`src/rtl/mod_2011_pkg.sv`:
```
// Shared constants and state encoding for the 300-bit operand path that
// feeds the mod-2011 reducer.
package mod_2011_pkg;

  // Operand geometry: NUM_WORDS words of WORD_W bits make one operand.
  localparam int LD_WORD_W    = 20;
  localparam int LD_NUM_WORDS = 15;
  localparam int OP_W         = 300;

  // Loader states.
  typedef enum logic [1:0] {
    ST_COLLECT = 2'd0,   // assembling words into X
    ST_HOLD    = 2'd1,   // complete operand presented, waiting for x_ready
    ST_DRAIN   = 2'd2    // overlong operand, discarding until in_last
  } loader_state_t;

  // Width of a counter able to index 0..n-1 (at least one bit).
  function automatic int cnt_w(input int n);
    return (n > 1) ? $clog2(n) : 1;
  endfunction

endpackage

```
`src/rtl/x_300_loader.sv`:
```
// Serial-to-parallel loader: collects WORD_W-bit words, least-significant
// word first, into a 300-bit operand X for the mod-2011 reducer. Short
// operands are zero-extended; overlong operands are flagged and dropped.
module x_300_loader
  import mod_2011_pkg::*;
#(
  parameter int WORD_W    = LD_WORD_W,
  parameter int NUM_WORDS = LD_NUM_WORDS
) (
  input  logic              clk,
  input  logic              rst_n,
  input  logic [WORD_W-1:0] in_data,
  input  logic              in_valid,
  input  logic              in_last,
  output logic              in_ready,
  output logic [OP_W:1]     X,
  output logic              x_valid,
  input  logic              x_ready,
  output logic              err_len
);

  localparam int K_W = cnt_w(NUM_WORDS);

  loader_state_t        r_state;
  logic [K_W-1:0]       r_k;
  logic [OP_W:1]        r_x;
  logic                 r_x_valid;
  logic                 r_err_len;
  logic                 r_in_ready;

  logic                 w_accept;
  logic                 w_last_slot;
  logic [NUM_WORDS-1:0] w_word_we;

  // in_ready comes straight from a register, so x_ready never reaches it
  // combinationally and nothing is accepted in the handshake cycle.
  assign w_accept    = in_valid && r_in_ready;
  assign w_last_slot = (r_k == K_W'(NUM_WORDS - 1));

  // One-hot write enable per word slot of X.
  generate
    for (genvar gi = 0; gi < NUM_WORDS; gi++) begin : g_word_we
      assign w_word_we[gi] = w_accept && (r_state == ST_COLLECT) && (r_k == K_W'(gi));
    end
  endgenerate

  // Loader FSM: state, word counter, operand register and registered outputs.
  always_ff @(posedge clk or negedge rst_n) begin
    if (!rst_n) begin
      r_state    <= ST_COLLECT;
      r_k        <= '0;
      r_x        <= '0;
      r_x_valid  <= 1'b0;
      r_err_len  <= 1'b0;
      r_in_ready <= 1'b1;
    end else begin
      r_err_len <= 1'b0;
      case (r_state)
        ST_COLLECT: begin
          if (w_accept) begin
            for (int i = 0; i < NUM_WORDS; i++) begin
              if (w_word_we[i]) r_x[WORD_W*i+1 +: WORD_W] <= in_data;
            end
            if (in_last) begin
              // in_last wins even on the final slot: the operand is complete.
              r_state    <= ST_HOLD;
              r_x_valid  <= 1'b1;
              r_in_ready <= 1'b0;
            end else if (w_last_slot) begin
              // Slots exhausted without in_last: flag and drop the rest.
              r_state   <= ST_DRAIN;
              r_err_len <= 1'b1;
            end else begin
              r_k <= r_k + 1'b1;
            end
          end
        end
        ST_HOLD: begin
          if (r_x_valid && x_ready) begin
            r_state    <= ST_COLLECT;
            r_k        <= '0;
            r_x        <= '0;
            r_x_valid  <= 1'b0;
            r_in_ready <= 1'b1;
          end
        end
        ST_DRAIN: begin
          if (w_accept && in_last) begin
            r_state <= ST_COLLECT;
            r_k     <= '0;
            r_x     <= '0;
          end
        end
        default: begin
          r_state    <= ST_COLLECT;
          r_k        <= '0;
          r_x        <= '0;
          r_x_valid  <= 1'b0;
          r_in_ready <= 1'b1;
        end
      endcase
    end
  end

  assign in_ready = r_in_ready;
  assign X        = r_x;
  assign x_valid  = r_x_valid;
  assign err_len  = r_err_len;

endmodule

```
`config.mk`:
```
export PLATFORM = sky130hd
export DESIGN_NAME = x_300_loader
export DESIGN_NICKNAME = d
export VERILOG_FILES = /design/src/rtl/mod_2011_pkg.sv /design/src/rtl/x_300_loader.sv
export SDC_FILE = /design/constraint.sdc
export NUM_CORES = 1
export LEC_CHECK = 0
export BUFFER_PORTS_ARGS = -buffer_cell sky130_fd_sc_hd__buf_4
export CAP_MARGIN = 20
export CORE_MARGIN = 8
export CORE_UTILIZATION = 52
export DETAILED_ROUTE_END_ITERATION = 10
export GPL_TIMING_DRIVEN = 0
export PLACE_DENSITY_LB_ADDON = 0.2
export RECOVER_POWER = 25
export SLEW_MARGIN = 20
export SYNTH_ARGS = -nofsm -noshare
export SYNTH_HDL_FRONTEND = slang
export SYNTH_SLANG_ARGS = --single-unit
```
`constraint.sdc`:
```
create_clock -name clk -period 2.39 [get_ports clk]
set_input_delay 0.717 -clock clk [delete_from_list [all_inputs] [get_ports clk]]
set_output_delay 0.717 -clock clk [all_outputs]
set_load 0.05 [all_outputs]
```
==> impl_results.md <==
- Status: finished, final reports clean
- Pre-antenna DRT Iters: 4
- Pre-CTS WS: -0.200 ns
- H-tree depth: 1
- Largest cells by area after synthesis: dfrtp_1 64%, mux2_2 18%, a22o_1 5.9%
- FF-to-FF setup slack: 0.16 ns
- Fraction of layout cells with a size suffix above 1: 54.5%
- Die H: 168 um
- Final nets: 1175
- Final worst-path setup slack: 0.158 ns
- Setup TNS Final: 0 ns
- Largest net degree at the start of global routing: 101
- Synthesized instance count: 783
- Drt drc: 0
- Crit share post-route: 93.4%
- Critical path fanouts, max: 10
- CTS Root Cell: clkbuf_16
- Top cell type's share of synthesized area: 64.3%
- Required time worst endpoint: 2.81 ns
- Vias in the first global route: 8630
- Area Overhead vs Synth: 32.6%
- Startpoint Class: flip-flop
- # port buffers: 327
- Via Count: 7954
- Final Util: 70.2%
- Final number of hold-violating endpoints: 0
- DRT iter0 DRCs: 445
- Most common cell after layout, fill and taps aside: buf_4
- Post-synthesis adder-cell area fraction: 0.418%
- Antenna violations before repair: 0
- # rows: 55
- Final worst path period need: 2.23 ns
- Slew @ Worst Pin: 1.36 ns
- Syn avg cell area: 15.3 um^2
- Synth cell types: 38
- Clock tree buffer depth: 3
- Die area: 0.0282 mm^2
- Sequential fraction of the synthesis area: 64.5%
- Compound-Gate Fraction of Synth Area: 7.66%
- FMAX: 448 MHz
- Routability Congestion: 0.845
- Commonest cells after routing, fill and taps aside: 338 x buf_4, 308 x dfrtp_1, 187 x mux2_2, 81 x a22o_1, 33 x mux2_1
- HP Class: primary input to async pin
- Setup Fix Bufs, Post-CTS: 0
- Die width: 168 um
- Slew Viols, Final: 0
- GRT overflow: 0
- Syn_nets: 812
- Worst setup EP type: flip-flop
- DR vias/cell: 5.47
- Worst path max stage delay: 0.61 ns
- N_diodes: 0
- Yosys warnings: 0
- Total of max-cap violations: 0
- Clk slew on worst S/H paths: 0.06 ns
- Antenna-violating nets left: 0
- Peak supply drop: 645 uV
- # hold bufs at CTS: 0
- Critical path arrival: 2.65 ns
- Final WL: 33600 um
- Final HPWL DP: 24400 um
- Crit-path cells: nand2_2 -> o21ba_4 -> nor3_1 -> buf_2 -> mux2_2
- Core region area: 0.0226 mm^2
- Initial cell density of the core: 52.9%
- CTS tree: done
- Crit Path Class: flip-flop to flip-flop
- Slowest CP cell: dfstp_2
- Clock sink count: 309
- CTS Buf Count: 31
- Final setup skew: 0.0233 ns
- Static Leak: 8.61 nW
- Total track usage: 23.4%
- Post-Synth XOR/XNOR Area: 0%
- Mux share of post-synthesis cell area: 20.7%
- Slew Limit Headroom: 9.58%
- Avg WL per Cell: 23.2 um
- Final Setup Violations: 0
- Largest family of logic cells by synthesized area: multiplexers
- I/O pin count: 328
- Syn Std Cell Area: 0.0120 mm^2
- Power per cell area: 650 mW/mm^2
- RSZ-0062 raised after global routing: false
- Seq cells post-synth: 309
- Cell taking the most area after synthesis: dfrtp_1
- Simple-Gate Fraction of Synth Area: 3.32%
- Clock latency on the worst-skew pair: 0.55 ns
- First-pass GRT wire length: 51900 um
[layout make-up]
type	instances	area (um^2)
flip-flops and latches	309	7730
fillers	1600	6760
multi-input cells	401	3840
repair buffers	330	2500
clock buffers	42	867
plain buffers	69	409
well taps	285	357
clock inverters	13	154
inverters	4	15.0
[synthesized netlist by cell type]
cell type / count
and2_1: 21
nor2_1: 7
nor4_1: 1
mux2_2: 187
o211ai_1: 2
nand2_2: 1
o21bai_1: 2
nor2b_1: 4
o31ai_1: 1
dfrtp_1: 308
nor3_2: 6
a32o_1: 1
inv_1: 4
a211o_1: 2
nand4b_1: 1
or2_1: 1
buf_6: 7
buf_4: 12
nand4_1: 3
a31oi_1: 6
clkbuf_1: 24
and3_1: 3
a21oi_1: 9
nand2_1: 3
o21ba_4: 1
buf_2: 26
or2_0: 1
and3b_1: 2
mux2_1: 33
o21ai_0: 4
dfstp_2: 1
ha_1: 4
o21a_1: 1
o2bb2ai_1: 1
a31o_2: 1
nand3_1: 2
a22o_1: 81
nor3_1: 9
[kinds of logic after synthesis]
family | Yosys count
compound gates | 112
buf+inv | 73
fa+ha+maj | 4
flops | 309
mux | 220
simple gates | 65
[through the flow]
stage	hold slack (ns)	total power [W]	cell area [um^2]	cells
floorplan	0.421	0.00539	12000	783
global placement	0.469	0.00558	14800	1395
detailed placement	0.476	0.00560	14900	1398
CTS	0.138	0.0104	15900	1453
global route	0.142	0.0106	15900	1453
finish	0.118	0.0103	15900	1453
[path summary, 6_finish.rpt]
check | startpoint | end | depth (start not counted)
setup / recovery | in_ready | X[109] | 5
hold / removal | rst_n | X[26] | 1
setup reg to reg | in_ready | X[109] | 5
hold reg to reg | X[164] | X[164] | 1
max in group asynchronous | rst_n | X[171] | 2
min in group clk | in_last | err_len | 2
[timing repair]
action                                  in CTS  in global routing
endpoints found under the setup margin      91                 57
gates resized for setup                     10                 12
pin swaps                                    0                  0
[critical path, delay by kind of cell, from the launching register on]
| family | cells | cell delay, ns |
|---|---|---|
| mux | 1 | 0.38 |
| simple gates | 2 | 0.48 |
| compound gates | 1 | 0.26 |
| buf+inv | 1 | 0.36 |
| flops | 1 | 0.61 |
[metal layers]
metal	global-route usage, %	wire length, um
met1	28.5	13400
met4	5.94	672
met2	39.2	16400
met5	0	0
met3	8.49	3140
[state kept, by name, indices dropped and copies added (netlist names)]
| signal | cells |
|---|---|
| in_ready | 1 |
| X | 300 |
| r_state | 2 |
| err_len | 1 |
| r_k | 4 |
| x_valid | 1 |
[power by group]
part	internal, W	total [W]	switching, W
Sequential	0.00523	0.00523	0
Clock	0.00285	0.00483	0.00197
Combinational	0.0000554	0.000263	0.000208
(Power assumes the default switching activity.)
